## src/rtl/i2c_master_controller_if.sv

```systemverilog
// Command/status handshake and I2C pin bundle for i2c_master_controller.
// The master modport is the controller's view; slave is the driving side.
interface i2c_master_controller_if;
    logic       start;
    logic       rw;
    logic [6:0] dev_addr;
    logic [7:0] mem_addr;
    logic [7:0] wdata;
    logic       busy;
    logic       done;
    logic [7:0] rdata;
    logic       ack_error;
    logic       scl_o;
    logic       sda_oe;
    logic       sda_i;

    modport master (
        input  start, rw, dev_addr, mem_addr, wdata, sda_i,
        output busy, done, rdata, ack_error, scl_o, sda_oe
    );

    modport slave (
        output start, rw, dev_addr, mem_addr, wdata, sda_i,
        input  busy, done, rdata, ack_error, scl_o, sda_oe
    );
endinterface

```

## src/rtl/i2c_master_controller.sv

```systemverilog
// Single-transaction I2C master: START, dev+R/W, ACK, mem addr, ACK, data, ACK, STOP.
// Optional macro I2C_MASTER_ACK_CHECK_EN enables NACK detection with early STOP.
module i2c_master_controller #(
    parameter int CLK_QUARTER = 2
) (
    input  logic                     clk,
    input  logic                     reset,
    i2c_master_controller_if.master  bus
);
    typedef enum logic [3:0] {
        S_IDLE, S_START, S_DEV, S_ACK1, S_MADDR, S_ACK2, S_DATA, S_ACK3, S_STOP
    } state_t;

    localparam logic [7:0] QUARTER_LAST = 8'(CLK_QUARTER - 1);

    state_t     r_state;
    logic [7:0] r_sub;
    logic [1:0] r_q;
    logic [2:0] r_bit;
    logic       r_rw;
    logic [6:0] r_dev_addr;
    logic [7:0] r_mem_addr;
    logic [7:0] r_wdata;
    logic       r_busy;
    logic       r_done;
    logic [7:0] r_rdata;
    logic       r_ack_error;
    logic       r_scl;
    logic       r_sda_oe;

    state_t     w_state_next;
    logic [7:0] w_sub_next;
    logic [1:0] w_q_next;
    logic [2:0] w_bit_next;
    logic       w_q_end;
    logic       w_bit_end;
    logic       w_sample;
    logic       w_nack;
    logic [7:0] w_tx_byte;
    logic       w_scl_next;
    logic       w_sda_oe_next;

`ifdef I2C_MASTER_ACK_CHECK_EN
    assign w_nack = r_ack_error;
`else
    assign w_nack = 1'b0;
`endif

    // Position (state, bit, quarter, sub-cycle) of the next cycle.
    always_comb begin
        w_q_end      = (r_sub == QUARTER_LAST);
        w_bit_end    = w_q_end && (r_q == 2'd3);
        w_sample     = w_q_end && (r_q == 2'd2);
        w_state_next = r_state;
        w_sub_next   = w_q_end ? 8'd0 : r_sub + 8'd1;
        w_q_next     = w_q_end ? r_q + 2'd1 : r_q;
        w_bit_next   = r_bit;
        if (r_state == S_IDLE) begin
            w_sub_next = 8'd0;
            w_q_next   = 2'd0;
            w_bit_next = 3'd0;
            if (bus.start) begin
                w_state_next = S_START;
            end
        end else if (w_bit_end) begin
            w_bit_next = 3'd0;
            case (r_state)
                S_START: w_state_next = S_DEV;
                S_DEV: begin
                    w_bit_next = r_bit + 3'd1;
                    if (r_bit == 3'd7) w_state_next = S_ACK1;
                end
                S_ACK1:  w_state_next = w_nack ? S_STOP : S_MADDR;
                S_MADDR: begin
                    w_bit_next = r_bit + 3'd1;
                    if (r_bit == 3'd7) w_state_next = S_ACK2;
                end
                S_ACK2:  w_state_next = w_nack ? S_STOP : S_DATA;
                S_DATA: begin
                    w_bit_next = r_bit + 3'd1;
                    if (r_bit == 3'd7) w_state_next = S_ACK3;
                end
                S_ACK3:  w_state_next = S_STOP;
                S_STOP:  w_state_next = S_IDLE;
                default: w_state_next = S_IDLE;
            endcase
        end
    end

    // Pin levels are derived from the next position so they can be registered.
    always_comb begin
        w_tx_byte = 8'h00;
        case (w_state_next)
            S_DEV:   w_tx_byte = {r_dev_addr, r_rw};
            S_MADDR: w_tx_byte = r_mem_addr;
            S_DATA:  w_tx_byte = r_wdata;
            default: w_tx_byte = 8'h00;
        endcase
        w_scl_next    = w_q_next[1];
        w_sda_oe_next = 1'b0;
        case (w_state_next)
            S_IDLE:  w_scl_next = 1'b1;
            S_START: begin
                w_scl_next    = 1'b1;
                w_sda_oe_next = w_q_next[1];
            end
            S_DEV, S_MADDR: w_sda_oe_next = ~w_tx_byte[3'd7 - w_bit_next];
            S_DATA:  w_sda_oe_next = r_rw ? 1'b0 : ~w_tx_byte[3'd7 - w_bit_next];
            S_ACK3:  w_sda_oe_next = r_rw;
            S_STOP: begin
                w_scl_next    = (w_q_next != 2'd0);
                w_sda_oe_next = (w_q_next != 2'd3);
            end
            default: w_sda_oe_next = 1'b0;
        endcase
    end

    always_ff @(posedge clk) begin
        if (reset) begin
            r_state     <= S_IDLE;
            r_sub       <= 8'd0;
            r_q         <= 2'd0;
            r_bit       <= 3'd0;
            r_rw        <= 1'b0;
            r_dev_addr  <= 7'd0;
            r_mem_addr  <= 8'd0;
            r_wdata     <= 8'd0;
            r_busy      <= 1'b0;
            r_done      <= 1'b0;
            r_rdata     <= 8'd0;
            r_ack_error <= 1'b0;
            r_scl       <= 1'b1;
            r_sda_oe    <= 1'b0;
        end else begin
            r_state  <= w_state_next;
            r_sub    <= w_sub_next;
            r_q      <= w_q_next;
            r_bit    <= w_bit_next;
            r_scl    <= w_scl_next;
            r_sda_oe <= w_sda_oe_next;
            r_busy   <= (w_state_next != S_IDLE);
            r_done   <= (r_state == S_STOP) && (w_state_next == S_IDLE);
            if (r_state == S_IDLE && bus.start) begin
                r_rw        <= bus.rw;
                r_dev_addr  <= bus.dev_addr;
                r_mem_addr  <= bus.mem_addr;
                r_wdata     <= bus.wdata;
                r_rdata     <= 8'd0;
                r_ack_error <= 1'b0;
            end
            if (w_sample && r_state == S_DATA && r_rw) begin
                r_rdata <= {r_rdata[6:0], bus.sda_i};
            end
`ifdef I2C_MASTER_ACK_CHECK_EN
            // A released SDA at an ACK sample point is a NACK; write ACK3 only.
            if (w_sample && bus.sda_i &&
                (r_state == S_ACK1 || r_state == S_ACK2 || (r_state == S_ACK3 && !r_rw))) begin
                r_ack_error <= 1'b1;
            end
`endif
        end
    end

    assign bus.busy      = r_busy;
    assign bus.done      = r_done;
    assign bus.rdata     = r_rdata;
    assign bus.ack_error = r_ack_error;
    assign bus.scl_o     = r_scl;
    assign bus.sda_oe    = r_sda_oe;
endmodule

```

## src/flat_wrapper.sv

```systemverilog
// flat-port wrapper written by rule: the top's interface ports become plain ports
module i2c_master_controller_flat 
#(
    parameter int CLK_QUARTER = 2
)
  (clk, reset, bus_start, bus_rw, bus_dev_addr, bus_mem_addr, bus_wdata, bus_sda_i, bus_busy, bus_done, bus_rdata, bus_ack_error, bus_scl_o, bus_sda_oe);
  i2c_master_controller_if bus_i ();
  input  logic clk;
  input  logic reset;
  input wire logic [$bits(bus_i.start)-1:0] bus_start;
  input wire logic [$bits(bus_i.rw)-1:0] bus_rw;
  input wire logic [$bits(bus_i.dev_addr)-1:0] bus_dev_addr;
  input wire logic [$bits(bus_i.mem_addr)-1:0] bus_mem_addr;
  input wire logic [$bits(bus_i.wdata)-1:0] bus_wdata;
  input wire logic [$bits(bus_i.sda_i)-1:0] bus_sda_i;
  output wire logic [$bits(bus_i.busy)-1:0] bus_busy;
  output wire logic [$bits(bus_i.done)-1:0] bus_done;
  output wire logic [$bits(bus_i.rdata)-1:0] bus_rdata;
  output wire logic [$bits(bus_i.ack_error)-1:0] bus_ack_error;
  output wire logic [$bits(bus_i.scl_o)-1:0] bus_scl_o;
  output wire logic [$bits(bus_i.sda_oe)-1:0] bus_sda_oe;
  assign bus_i.start = bus_start;
  assign bus_i.rw = bus_rw;
  assign bus_i.dev_addr = bus_dev_addr;
  assign bus_i.mem_addr = bus_mem_addr;
  assign bus_i.wdata = bus_wdata;
  assign bus_i.sda_i = bus_sda_i;
  assign bus_busy = bus_i.busy;
  assign bus_done = bus_i.done;
  assign bus_rdata = bus_i.rdata;
  assign bus_ack_error = bus_i.ack_error;
  assign bus_scl_o = bus_i.scl_o;
  assign bus_sda_oe = bus_i.sda_oe;
  i2c_master_controller #(.CLK_QUARTER(CLK_QUARTER)) u_core (.clk(clk), .reset(reset), .bus(bus_i));
endmodule
```

## config.mk

```make
export PLATFORM = sky130hd
export DESIGN_NAME = i2c_master_controller_flat
export DESIGN_NICKNAME = d
export VERILOG_FILES = /design/src/rtl/i2c_master_controller_if.sv /design/src/rtl/i2c_master_controller.sv /design/src/flat_wrapper.sv
export SDC_FILE = /design/constraint.sdc
export NUM_CORES = 1
export LEC_CHECK = 0
export ABC_AREA = 1
export CAP_MARGIN = 0
export CORE_MARGIN = 4
export CORE_UTILIZATION = 54
export DETAILED_ROUTE_END_ITERATION = 8
export PLACE_DENSITY = 0.81
export SYNTH_ARGS = -nofsm -noshare
export SYNTH_HDL_FRONTEND = slang
export SYNTH_SLANG_ARGS = --single-unit
```

## constraint.sdc

```tcl
create_clock -name clk -period 2.6 [get_ports clk]
set_clock_uncertainty 0.15 [all_clocks]
set_input_delay 0.78 -clock clk [delete_from_list [all_inputs] [get_ports clk]]
set_output_delay 0.78 -clock clk [all_outputs]
set_load 0.02 [all_outputs]
```

==> results_dict.tcl, run 1 <==
set metrics [dict create \
    detailedPlacementHpwl_mm 4.424 \
    drc_errors 0 \
    worst_hold_path.endpoint "u_core.bus.rdata[7]$_SDFFE_PP0P_" \
    power_density_nw_per_um2 484.1 \
    fp.dieArea_um2 6232 \
    final.period_utilization 0.9154 \
    whs_path_depth 2 \
    status "complete, no violations" \
    first_global_vias 2328 \
    clk-insertion-delay-late_ns 0.31 \
    placement.io_buffers 39 \
    effective_utilization_at_floorplan 0.5678 \
    hp-start "u_core.bus.rdata[7]$_SDFFE_PP0P_" \
    period_needed_ns 2.380 \
    totalNegativeSetupSlack_ns 0 \
    pre_cts_slack_ns -0.01540 \
    first_pass_drt_iterations 4 \
    fmaxAchievable_mhz 420.2 \
    grt-ovfl-total 0 \
    ioPinCount 41 \
    cts_buffer_depth 2 \
    grt.total_usage 0.2057 \
    hold_path_class "flop to flop" \
    post_synth_num_cell_types 36 \
    area_of_the_mapped_netlist_um2 2718 \
    die_height_um 78.94 \
    vias 2423 \
    grt_first_pass_wirelength_mm 10.47 \
    cts-hold-fix-buffers 0 \
    rsz0062_at_grt "false" \
    grt_antenna_before_repair 0 \
    globalplace.congestion 0.9184 \
    worst_setup_path_end_kind "flop" \
    cts_tree "built" \
    peakVddDrop_v 0.0003369 \
    design.final.nets 446 \
    syn_inst 368 \
    clock_sink_count 53 \
    fp.coreArea_um2 4786 \
    cts-root-buf "sky130_fd_sc_hd__clkbuf_8" \
    synth_seq_cells 53 \
    numCtsBuffers 5 \
    number_of_nets_produced_by_synthesis 402 \
    timing.critical_path.mode_cell "sky130_fd_sc_hd__nand2_1" \
    timing.rr.start "u_core.r_sub[0]$_SDFF_PP0_" \
    post_synth.cell_area_avg_um2 7.385 \
    synth_area_leaders "sky130_fd_sc_hd__dfxtp_1 39%, sky130_fd_sc_hd__nand2_1 14%, sky130_fd_sc_hd__a21oi_1 6.6%" \
    ff2ff_setup_slack_ns 0.22 \
    clock_slew_seen_by_the_registers_of_the_worst_setup_and_hold_paths_ns 0.10 \
    drive_above_1_share 0.1550 \
    p_leak_uw 0.001326 \
    required_ns 2.71 \
    netlist.area_leader.share 0.3904 \
    drt_first_iter_violations 117 \
    reg2reg_depth 17 \
    via_per_inst 5.048 \
    clock_tree.htree_level_count 2 \
    finalWirelength_mm 6.025 \
    crit_chain "ha_1 -> inv_1 -> nor2_2 -> nand3_4 -> buf_4 -> inv_2 -> nor2_1 -> nor3_2 -> buf_4 -> nand2_1 -> inv_1 -> nand2_1 -> nand3_1 -> nand2_1 -> nand2_1 -> nand3_2 -> a21oi_2" \
    synth_edf_count 0 \
    floorplan.die.width_um 78.94 \
    placement_rows 25 \
    post-route-worst-setup-slack_ns 0.2200 \
    cell_type_with_the_highest_aggregate_area_in_the_netlist "sky130_fd_sc_hd__dfxtp_1" \
    synth_ff_type "sky130_fd_sc_hd__dfxtp_1" \
    critical-path-max-stage-delay_ns 0.39 \
    synth-async-reset-ratio 0 \
    syn_to_layout_area_delta_pct 22.65 \
    synth-seq-area-share 0.3904 \
    critPathMaxFanout 8 \
    power_uw 1614 \
    timing_hold_violations_final 0 \
    drv_cap 0 \
    timing.critical_path.slowest_stage_cell "sky130_fd_sc_hd__dfxtp_1" \
    netlist_top_cells_count "104 x sky130_fd_sc_hd__nand2_1, 53 x sky130_fd_sc_hd__dfxtp_1, 36 x sky130_fd_sc_hd__a21oi_1" \
    postRouteAntennaNets 0 \
    diodes 0 \
    critPathLaunchType "flop" \
    largest_net_degree_at_the_start_of_global_routing 28 \
    yosys.cell_count.top_type "sky130_fd_sc_hd__nand2_1" \
    finalSetupViolations 0 \
    critPathKind "flop to flop" \
    yosys_warnings 0 \
    avgRoutedWirePerCell_um 12.55 \
    worst-endpoint-arrival_ns 2.49 \
    reg2reg_to "u_core.bus.sda_oe$_SDFF_PP0_" \
    slew_viol_final 0 \
]
## where the power goes
part           switching, uW  internal [uW]
Sequential              20.7            841
Clock                    275            289
Combinational            101           87.0
## critical path, delay by kind of cell, from the launching register on
kind	cells	cell delay, ns
compound gates	1	0.10
buf+inv	5	0.54
flops	1	0.39
simple gates	10	0.93
fa+ha+maj	1	0.20
## worst max path at each step
| stage | to | start | slack (ns) |
|---|---|---|---|
| global route | u_core.bus.sda_oe$_SDFF_PP0_ | u_core.r_sub[0]$_SDFF_PP0_ | 0.01 |
| CTS | u_core.bus.sda_oe$_SDFF_PP0_ | u_core.r_sub[0]$_SDFF_PP0_ | 0.09 |
| floorplan | u_core.bus.sda_oe$_SDFF_PP0_ | u_core.r_sub[0]$_SDFF_PP0_ | 0.52 |
| detailed placement | u_core.bus.sda_oe$_SDFF_PP0_ | bus_start | -0.02 |
| global placement | u_core.bus.sda_oe$_SDFF_PP0_ | bus_start | 0.04 |
| finish | u_core.bus.sda_oe$_SDFF_PP0_ | u_core.r_sub[0]$_SDFF_PP0_ | 0.22 |
## flip-flops by register name, indices dropped and copies added, names as in the netlist, 2 cells and up
name and count:
u_core.r_state 4, u_core.r_q 2, u_core.r_bit 3, u_core.r_dev_addr 7
u_core.r_sub 8, u_core.bus.rdata 8, u_core.r_mem_addr 8, u_core.r_wdata 8
## layer usage
metal	GRT usage	part of all wire	routed length [um]	vias to the layer above
li1	-	-	-	1263
met5	0	0	0	-
met2	0.3430	0.47	2851	51
met1	0.2704	0.47	2822	1100
met3	0.04082	0.045	274	9
met4	0.06014	0.013	76	0
## stage by stage
stage	instances	area (um^2)	hold slack [ns]	utilization
after floorplan	368	2718	0.2834	-
after global placement	471	3193	0.2951	0.6672
after detailed placement	471	3193	0.3038	0.6672
after CTS	479	3306	0.3219	0.6907
after global routing	480	3333	0.3451	0.6965
final	480	3333	0.3180	0.6965
## cells in the final DEF (no fill, tap or decap), types with 4 or more instances in the layout
cell type and instances:
sky130_fd_sc_hd__nand2_1 104, sky130_fd_sc_hd__nor2_1 23, sky130_fd_sc_hd__buf_4 11, sky130_fd_sc_hd__dfxtp_1 53
sky130_fd_sc_hd__nand2_4 5, sky130_fd_sc_hd__a21oi_1 36, sky130_fd_sc_hd__nor2_4 4, sky130_fd_sc_hd__xor2_1 4
sky130_fd_sc_hd__clkbuf_8 5, sky130_fd_sc_hd__inv_1 29, sky130_fd_sc_hd__nand3_1 35, sky130_fd_sc_hd__ha_1 6
sky130_fd_sc_hd__clkdlybuf4s50_1 39, sky130_fd_sc_hd__nand4_1 6, sky130_fd_sc_hd__inv_2 9, sky130_fd_sc_hd__nand3_2 6
## logic make-up after synthesis
group | count (synthesis) | synth area share
DFF | 53 | 0.3904
buffers and inverters | 56 | 0.09484
xor gates and xnor gates | 4 | 0.01289
and+or+nand+nor | 202 | 0.3798
adders and majority gates | 6 | 0.02762
AOI/OAI and AO/OA | 46 | 0.09300
other | 1 | 0.001380
## cell type report
type / instances / area [um^2]
clock inverter: 3 / 43.79
sequential: 53 / 1061
fill: 398 / 1453
multi-input combinational: 259 / 1406
clock buffer: 5 / 68.82
timing repair buffer: 52 / 513.0
tap: 67 / 83.83
inverter: 41 / 156.4
## timing repair
action,in CTS,in global routing
setup buffers,0,1
setup endpoints to repair,0,1
resized for setup,0,1
Note: power is estimated with default switching activity, not from simulation.
==> inputs of run 2 (changes only) <==
--- a/config.mk
+++ b/config.mk
@@ -11,6 +11,7 @@
 export CORE_UTILIZATION = 54
 export DETAILED_ROUTE_END_ITERATION = 8
 export PLACE_DENSITY = 0.81
+export SLEW_MARGIN = 5
 export SYNTH_ARGS = -nofsm -noshare
 export SYNTH_HDL_FRONTEND = slang
 export SYNTH_SLANG_ARGS = --single-unit
==> results of run 2 <==
The final DEF is identical to that of run 1; final timing and power are the same.
==> RTL change: new RTL, settings of run 1 <==
Reset style: asynchronous (`reset`), changed in one clocked block.
--- a/src/rtl/i2c_master_controller.sv
+++ b/src/rtl/i2c_master_controller.sv
@@ -115,7 +115,7 @@
         endcase
     end
 
-    always_ff @(posedge clk) begin
+    always_ff @(posedge clk or posedge reset) begin
         if (reset) begin
             r_state     <= S_IDLE;
             r_sub       <= 8'd0;
Check against the original RTL: differs if reset is asserted again (counterexample within 4 cycles, from zero or initial values and one cycle with reset high); with reset held inactive, the same outputs for 10 cycles.
==> RTL change against run 1 <==
  * Setup slack got worse by 0.19 ns
  * Cell area increased by 7.7%
  * Cell count shrank 2.1%
  * Critical endpoint is now u_core.bus.sda_oe$_DFF_PP0_
  * Hold slack improved by 0.023 ns
  * Global-route usage shrank 1.3 points
  * Sequential cell count stayed put
  * Core utilization increased by 4.4 points
  * Die area grew 1.9%
  * Largest cell class unchanged
  * Area after synthesis grew 2.1%
  * Highest routed layer unchanged
  * Wire length up 13%
Power is not compared: it rests on default switching activity, and its combinational part moved more than twofold at a synthesized area within 25%.
==> RTL change: results <==
[clock_network]
clk_pin_slew_worst_paths_ns = 0.09
clk_latency_ns = 0.31
cts-buffers-inserted = 5
htreeDepth = 2
clk_path_buf_depth = 2
root_buffer = clkbuf_8

[power]
total_leakage_power_uw = 0.00180
swShare_pct = 21.3
ir_worst_vdd_mv = 0.292

[worst_setup_path]
worstPathArrival_ns = 2.62
critPathMaxStageDelay_ns = 0.41
cpLargestDelayFamily = simple AND/OR/NAND/NOR gates
r2r-start = u_core.r_sub[1]$_DFF_PP0_
crit_type = flip-flop to flip-flop
crit_fanout = 9
crit_slowest_cell = dfrtp_1

[placed_design]
place_hpwl_mm = 4.31
place_area_um2 = 3240
portBuffers = 39
dp_slack_ns = -0.0854
place.gp.congestion = 0.950

[synth]
synthMuxAreaShare_pct = 0
ys_types = 35
ys.flop_type = dfrtp_1
synthArstFlopShare_pct = 100
synth-adder-area-share_pct = 2.71
synth_xor_area_share_pct = 0.316
synth-compound-area-share_pct = 6.58
synth_commonest_cells = nand2_1, dfrtp_1, inv_1, nand3_1, nor2_1
ys.warnings.count = 0
syn_nets = 381
synth_area_leaders = dfrtp_1, nand2_1, nand3_1
ys_seq_area_share_pct = 47.8

[routing]
vias = 2471
drt_wl_total_mm = 6.80
drtIter0Drc = 173
first_pass_iters = 4

[global_routing]
antenna_found_initial = 0
grt_max_degree = 35
grt_pass1_wl_mm = 9.69
grt_usage_pct = 19.3
grt_pass1_vias = 2191

[run_status]
status = finished clean

[timing]
slew_headroom_pct = 55.2

[layout]
finalNetCount = 436
antennaDiodeCount = 0
fill_cells = 349
drive_gt1_share_pct = 18.1

[worst_hold_path]
min-delay-start = u_core.r_dev_addr[3]$_DFFE_PP0P_
hold_path.class = flip-flop to flip-flop
[RTL change: cell count changes after synthesis, sizes merged, moves of 3 or more]
cell	change
dfxtp	-53
dfrtp	+52
a21oi	-30
nand2	+9
inv	+7
nor2	-6
o22ai	+6
clkbuf	-5
nor3b	-4
nand4	-3
o21ai	+3
xor2	-3
[RTL change: per-stage QoR]
step                      utilization (%)  hold WS [ns]  total power, uW  TNS (ns)  std cells
after floorplan                         -         0.300              854         0        347
final                                74.0         0.341             1340         0        470
after global placement               66.8         0.317              900   -0.0148        451
after CTS                            68.5         0.344             1340         0        459
after global routing                 74.0         0.367             1380    -0.112        470
after detailed placement             66.8         0.320              901   -0.0854        451
[RTL change: final cells by class]
class / count / share of cell area (%)
clock buffer: 8 / 2.23
inverter: 46 / 4.81
multi-input combinational: 239 / 37.2
sequential: 53 / 37.0
tap: 67 / 2.34
timing repair buffer: 57 / 16.5
[RTL change: cell families (layout without fill, tap and decap cells)]
logic type	Yosys count	in the layout
simple gates	201	202
buf+inv	56	111
flops	53	53
compound gates	29	29
fa+ha+maj	6	6
other cells	1	1
xor+xnor	1	1
[RTL change: worst paths after layout]
check,slack [ns],cells past startpoint,to
max in group asynchronous,1.24,3,u_core.bus.scl_o$_DFF_PP1_
worst max register to register,0.03,19,u_core.bus.sda_oe$_DFF_PP0_
worst max-delay path,0.03,19,u_core.bus.sda_oe$_DFF_PP0_
min in group asynchronous,0.66,3,u_core.r_dev_addr[0]$_DFFE_PP0P_
worst min register to register,0.34,2,u_core.r_dev_addr[3]$_DFFE_PP0P_
worst min-delay path,0.34,2,u_core.r_dev_addr[3]$_DFFE_PP0P_
[RTL change: timing repair]
action,4_1_cts,5_1_grt
setup buffers,0,8
endpoints found under the hold margin,0,0
gates cloned,0,3
resized for setup,1,36
endpoints found under the setup margin,1,1
pin swaps,0,16
[RTL change: power by group through the flow]
| stage | clock (uW) | combinational (uW) | sequential, uW |
|---|---|---|---|
| after detailed placement | 0 | 60.9 | 840 |
| final | 454 | 60.1 | 824 |
| after floorplan | 0 | 14.4 | 840 |
| after global placement | 0 | 60.3 | 840 |
| after global routing | 494 | 66.0 | 824 |
| after CTS | 458 | 61.1 | 824 |
[RTL change: worst min-delay path: cells and delay by family (launching register included)]
kind             cells  cell delay (ns)
flip-flops           1             0.35
AND/OR/NAND/NOR      2             0.11
[RTL change: per-layer routing]
metal  track usage, %  up-vias  wire length [um]
li1                 -     1215                 -
met1             24.6     1152              2720
met2             33.3       84              3540
met3             2.82       20               349
met4             6.53        0               188
met5                0        -                 0
